<file path="config.mk">
export PLATFORM = sky130hd
export DESIGN_NAME = sseg_scan_flat
export DESIGN_NICKNAME = d
export VERILOG_FILES = /design/src/rtl/sseg_scan_if.sv /design/src/rtl/sseg_scan.sv /design/src/flat_wrapper.sv
export SDC_FILE = /design/constraint.sdc
export NUM_CORES = 1
export LEC_CHECK = 0
export ABC_CLOCK_PERIOD_IN_PS = 2100
export CORE_ASPECT_RATIO = 0.7
export CORE_UTILIZATION = 53
export DETAILED_ROUTE_END_ITERATION = 6
export PLACE_DENSITY = 0.78
export SYNTH_ARGS = -nofsm -noshare
export SYNTH_HDL_FRONTEND = slang
export SYNTH_SLANG_ARGS = --single-unit
</file>
<file path="constraint.sdc">
create_clock -name clk -period 2.1 [get_ports clk]
set_input_delay 0.42 -clock clk [delete_from_list [all_inputs] [get_ports clk]]
set_output_delay 0.42 -clock clk [all_outputs]
set_load 0.03 [all_outputs]
</file>
<file path="src/rtl/sseg_scan_if.sv">
// sseg_scan_if
//   Bundles the value handshake and the display-side outputs of sseg_scan.
//   pts_in/load : new value set {b3,b2,b1,b0} and its valid strobe (driven by master)
//   ready       : scan controller can accept a new value set
//   sel         : active-low digit select to sseg_mux (1111 while blanked)
//   b0..b3      : committed shadow values feeding the mux data inputs
//   frame_tick  : one-cycle pulse in the first cycle of each refresh frame
interface sseg_scan_if;
    logic [11:0] pts_in;
    logic        load;
    logic        ready;
    logic [3:0]  sel;
    logic [2:0]  b0;
    logic [2:0]  b1;
    logic [2:0]  b2;
    logic [2:0]  b3;
    logic        frame_tick;

    modport master (
        output pts_in, load,
        input  ready, sel, b0, b1, b2, b3, frame_tick
    );

    modport slave (
        input  pts_in, load,
        output ready, sel, b0, b1, b2, b3, frame_tick
    );
endinterface

</file>
<file path="src/rtl/sseg_scan.sv">
// sseg_scan
//   Scan controller for a four-digit seven-segment display. Cycles digits
//   0..3, one slot of DIV clocks each, with the first BLANK clocks of every
//   slot blanked to avoid ghosting. Display values are double-buffered: a
//   value set accepted over the load/ready handshake waits in a pending
//   register and is copied into the shadow registers only on a frame
//   boundary, so a frame never mixes old and new values.
//   Ports:
//     clk   : system clock, rising edge
//     rst_n : synchronous active-low reset
//     bus   : sseg_scan_if.slave (pts_in, load, ready, sel, b0..b3, frame_tick)
//   Parameters:
//     DIV   : clock cycles per digit slot (>= 2)
//     BLANK : blanked cycles at the start of each slot (0 <= BLANK < DIV)
module sseg_scan #(
    parameter int DIV   = 100000,
    parameter int BLANK = 1000
) (
    input  logic       clk,
    input  logic       rst_n,
    sseg_scan_if.slave bus
);
    localparam int            CW       = $clog2(DIV);
    localparam logic [CW-1:0] CNT_LAST = CW'(DIV - 1);

    logic [CW-1:0] cnt, cnt_nx;
    logic [1:0]    digit, digit_nx;
    logic          pend, pend_nx;
    logic [11:0]   pend_data;
    logic [11:0]   shadow, shadow_nx;
    logic [3:0]    sel_q, sel_nx;
    logic          tick_q;
    logic          at_boundary;
    logic          capture;
    logic          blank_nx;

    // Counters and handshake. A commit and a capture are mutually exclusive:
    // capture needs pend = 0 while commit needs pend = 1, so pend is never
    // set and cleared on the same edge, and a load accepted on the boundary
    // edge waits for the following boundary.
    always_comb begin
        // NOTE: every signal written here gets a default first so no path
        // leaves it unassigned, which would infer a latch.
        cnt_nx      = cnt + 1'b1;
        digit_nx    = digit;
        pend_nx     = pend;
        shadow_nx   = shadow;
        capture     = 1'b0;
        at_boundary = (cnt == CNT_LAST) && (digit == 2'd3);

        if (cnt == CNT_LAST) begin
            cnt_nx   = '0;
            digit_nx = digit + 2'd1;
        end

        if (at_boundary && pend) begin
            shadow_nx = pend_data;
            pend_nx   = 1'b0;
        end else if (bus.load && !pend) begin
            capture = 1'b1;
            pend_nx = 1'b1;
        end
    end

    // Blanking is decoded from the next counter value so the registered sel
    // lines up with the cnt/digit pair of the same cycle.
    generate
        if (BLANK == 0) begin : g_no_blank
            assign blank_nx = 1'b0;
        end else begin : g_blank
            localparam logic [CW-1:0] BLANK_C = CW'(BLANK);
            assign blank_nx = (cnt_nx < BLANK_C);
        end
    endgenerate

    always_comb begin
        sel_nx = blank_nx ? 4'b1111 : ~(4'b0001 << digit_nx);
    end

    always_ff @(posedge clk) begin
        // NOTE: sequential state uses non-blocking assignments only, so every
        // register samples the pre-edge values regardless of statement order.
        if (!rst_n) begin
            cnt    <= '0;
            digit  <= 2'd0;
            pend   <= 1'b0;
            shadow <= 12'd0;
            sel_q  <= 4'b1111;
            tick_q <= 1'b0;
        end else begin
            cnt    <= cnt_nx;
            digit  <= digit_nx;
            pend   <= pend_nx;
            shadow <= shadow_nx;
            sel_q  <= sel_nx;
            tick_q <= at_boundary;
        end
    end

    // NOTE: the pending data register has no reset; it is only observable
    // through pend, which reset clears, so stale contents are never committed.
    always_ff @(posedge clk) begin
        if (capture) begin
            pend_data <= bus.pts_in;
        end
    end

    assign bus.ready      = ~pend;
    assign bus.sel        = sel_q;
    assign bus.frame_tick = tick_q;
    assign bus.b0         = shadow[2:0];
    assign bus.b1         = shadow[5:3];
    assign bus.b2         = shadow[8:6];
    assign bus.b3         = shadow[11:9];
endmodule

</file>
<file path="src/flat_wrapper.sv">
// flat-port wrapper written by rule: the top's interface ports become plain ports
module sseg_scan_flat 
#(
    parameter int DIV   = 100000,
    parameter int BLANK = 1000
)
  (clk, rst_n, bus_pts_in, bus_load, bus_ready, bus_sel, bus_b0, bus_b1, bus_b2, bus_b3, bus_frame_tick);
  sseg_scan_if bus_i ();
  input  logic clk;
  input  logic rst_n;
  input wire logic [$bits(bus_i.pts_in)-1:0] bus_pts_in;
  input wire logic [$bits(bus_i.load)-1:0] bus_load;
  output wire logic [$bits(bus_i.ready)-1:0] bus_ready;
  output wire logic [$bits(bus_i.sel)-1:0] bus_sel;
  output wire logic [$bits(bus_i.b0)-1:0] bus_b0;
  output wire logic [$bits(bus_i.b1)-1:0] bus_b1;
  output wire logic [$bits(bus_i.b2)-1:0] bus_b2;
  output wire logic [$bits(bus_i.b3)-1:0] bus_b3;
  output wire logic [$bits(bus_i.frame_tick)-1:0] bus_frame_tick;
  assign bus_i.pts_in = bus_pts_in;
  assign bus_i.load = bus_load;
  assign bus_ready = bus_i.ready;
  assign bus_sel = bus_i.sel;
  assign bus_b0 = bus_i.b0;
  assign bus_b1 = bus_i.b1;
  assign bus_b2 = bus_i.b2;
  assign bus_b3 = bus_i.b3;
  assign bus_frame_tick = bus_i.frame_tick;
  sseg_scan #(.DIV(DIV), .BLANK(BLANK)) u_core (.clk(clk), .rst_n(rst_n), .bus(bus_i));
endmodule
</file>
==> summary.txt <==
Floorplan
  • Chip height: about 56 microns
  • Core area: between 3000 and 4000 sq um
  • Starting Density: 0.560
  • Row count: 19
  • Die W: roughly 79 microns
  • Die Area: between 4000 and 5000 sq um
  • Ports: 33

Clock network
  • CTS Root Cell: clkbuf_8
  • H-tree levels: 2
  • Clk pin slew, worst setup/hold paths: roughly 0.090 ns
  • CTS Sinks: 49
  • Hold Buf Count CTS: 0
  • CTS max path bufs: 2
  • CTS buffer count: 5
  • CTS tree: done
  • Post_cts resized: 0
  • Setup Buffers After CTS: 0
  • Worst skew pair latency: 0.30 ns

Power
  • Final Power: between 1.5 and 2 mW
  • Clock share of power: 0.339
  • Internal Power: 1.27 mW
  • Flop pwr share: 0.613
  • Switching share of power: 0.223
  • Power share of the combinational group: 0.049
  • Power per cell area: ~590 nW/um^2
  • Cell leakage power: ~1.1 nW
  • Peak supply drop: ~0.57 mV
  • Sw Pwr: ~0.36 mW

Yosys
  • Syn avg cell area: 10.7 sq um
  • Post-synth net total: between 200 and 250
  • Cell Area, Synth: roughly 2200 sq um
  • Seq/Total Area, Yosys: 0.495
  • Warnings from Yosys: 0
  • Register bit total from synthesis: between 40 and 50
  • Post-synthesis cell count: ~210
  • Synth top area share: 0.333
  • Largest area contributor in the netlist: dfxtp_1
  • Ranking of synthesized cells by area: dfxtp_1 (33%), edfxtp_1 (16%), mux2i_1 (6.3%), nor2_1 (6.3%), xnor2_1 (3.5%)
  • Distinct cells, synth: 48

Global route
  • Gr usage total: 0.217
  • Number of global-route vias before repair: 1481
  • Total grt overflow: 0
  • Global-route wire length before repair: around 7100 microns
  • Initial antenna violation count: 0
  • Largest net degree at the start of global routing: 19

Setup path
  • CP Class: flop to flop
  • Arr. time, crit path: between 2 and 2.5 ns
  • Worst setup SP type: flop
  • Worst Path Max Fanout: 8
  • CP Cell Sequence: nand2_1, o311a_1, o311ai_1, o32ai_2, o211ai_1
  • Crit-path slowest cell: dfxtp_1
  • RR Startpoint: u_core.cnt[3]$_SDFF_PN0_
  • Critical Path Start: u_core.cnt[3]$_SDFF_PN0_
  • Largest stage delay on the critical path: between 0.5 and 0.6 ns
  • CP endpoint kind: flop
  • Critical Path RT: around 2.3 ns

Place
  • Post-DP HPWL: slightly above 3000 microns
  • DP Worst Slack: around 0.086 ns
  • Routability Congestion: 0.836
  • Placed cell count: about 300
  • Port Buf Inserts: 32

Final layout
  • Share of cells above drive strength 1: 0.151
  • Number of diodes: 0
  • Post-Layout Cell Count: 304
  • P&R area growth vs syn: 24.9%
  • Fillers: between 300 and 400
  • Final Util: 0.699
  • Layout net count: 268

Timing
  • RSZ-0062 raised after global routing: false
  • Final setup margin: 0.184 ns
  • Total Neg Setup Slack: 0 ns
  • Final worst clock skew: 0.00352 ns
  • Crit path time final: ~1.9 ns
  • Tcrit/Tclk final: 0.912
  • Worst-margin pin slew: about 0.41 ns
  • Max-slew violations: 0
  • Fin. Hold Viols: 0
  • Maximum operating frequency: 522 MHz
  • Setup Viol. Count Final: 0
  • Relative slew slack: 0.725

Job
  • Max Cap Violations: 0

Routing
  • DRT Wirelength: approximately 4200 microns
  • Drt wl/cell: roughly 14 microns
  • Routed via count: around 1600
  • Number of routed nets with antenna violations: 0
  • Vias/cell: around 5.4
  • 1st-pass router iterations: 4
  • DRC Markers: 0
  • Iteration-0 DRC Markers: roughly 100

Min path
  • Hold Startpoint: u_core.pend_data[9]$_DFFE_PP_
  • Worst Hold Class: flop to flop

Status
  • Status: finished clean
[through the flow]
stage	area (sq um)	hold WS, ns
2_1_floorplan	2220	0.452
3_3_place_gp	2680	0.456
3_5_place_dp	2680	0.474
4_1_cts	2770	0.496
5_1_grt	2780	0.514
6_report	2780	0.490
[path summary, 6_finish.rpt]
check / end / slack (ns) / cells past startpoint
setup / recovery: u_core.bus.sel[3]$_SDFF_PP1_ / 0.18 / 5
hold / removal: u_core.shadow[9]$_SDFFE_PN0P_ / 0.49 / 2
setup reg to reg: u_core.bus.sel[3]$_SDFF_PP1_ / 0.18 / 5
hold reg to reg: u_core.shadow[9]$_SDFFE_PN0P_ / 0.49 / 2
[critical path, delay by kind of cell (launching register included)]
| kind | cells | cell delay (ns) |
|---|---|---|
| flip-flops | 1 | 0.56 |
| AO/OA/AOI/OAI | 4 | 1.10 |
| AND/OR/NAND/NOR | 1 | 0.20 |
[cell usage after synthesis, drive strengths merged]
cell type	n
a41oi	1
nand2b	1
dfxtp	37
o31a	2
o32ai	1
and4	1
clkinv	1
nand4	7
a211oi	1
o211ai	4
nand3	6
o311a	1
a211o	2
clkbuf	1
and3	3
nor3b	1
nor3	4
buf	11
o21a	2
nor4	4
nand4b	2
nor2	37
xor2	9
a31oi	1
xnor2	9
nand2	8
mux2i	14
edfxtp	12
inv	5
a21bo	3
or3	3
o31ai	1
nor2b	1
o311ai	1
ha	2
o211a	1
a21boi	1
nand3b	2
o21ai	3
a21oi	2
[cell type report]
cell class / count / area [sq um] / area share
clock buffers: 6 / 72.6 / 0.0261
flip-flops and latches: 49 / 1100 / 0.397
inverters: 6 / 22.5 / 0.00812
well taps: 52 / 65.1 / 0.0234
clock inverters: 2 / 15.0 / 0.00541
repair buffers: 48 / 465 / 0.168
multi-input cells: 141 / 1030 / 0.372
[sequential cells by signal, indices dropped and copies added (netlist names)]
| register | cells |
|---|---|
| u_core.bus.frame_tick | 1 |
| u_core.bus.sel | 4 |
| u_core.cnt | 17 |
| u_core.digit | 2 |
| u_core.pend | 1 |
| u_core.pend_data | 12 |
| u_core.shadow | 12 |
[routing by layer]
layer | GRT usage | wire [microns]
met1 | 0.305 | 2150
met2 | 0.304 | 1800
met3 | 0.0639 | 222
met4 | 0.101 | 78
met5 | 0 | 0
[cells by family after synthesis]
kind of cell | after synthesis | synth area share
compound gates | 27 | 0.0980
xor+xnor | 18 | 0.0709
fa+ha+maj | 2 | 0.0113
buf+inv | 18 | 0.0434
flops | 49 | 0.495
mux | 14 | 0.0631
simple gates | 80 | 0.218
[power by group through the flow]
stage | Combinational [mW] | Sequential, mW | Clock [mW]
after CTS | 0.0798 | 0.998 | 0.571
final | 0.0795 | 0.998 | 0.551
after detailed placement | 0.0796 | 1.02 | 0
after floorplan | 0.0337 | 1.02 | 0
after global placement | 0.0795 | 1.02 | 0
after global routing | 0.0861 | 1.00 | 0.612
[placed cells by master (no fill, tap or decap), types with 2 or more instances in the layout]
master and n:
and3_1 3, inv_1 5, clkinvlp_4 2, dfxtp_1 37, mux2i_1 14, or3_1 2, o21a_1 2, a211o_1 2
a21bo_2 3, edfxtp_1 12, xnor2_1 9, nand4b_1 2, nand4_4 3, buf_12 2, clkdlybuf4s50_1 32, nand4_1 4
o211ai_1 4, nor3_4 2, buf_4 14, o21ai_0 3, clkbuf_8 5, a21oi_1 2, nand3b_1 2, nor2_1 37
o31a_1 2, nor4_1 2, xor2_1 9, nand3_1 5, nand2_1 8
(Power assumes the default switching activity.)
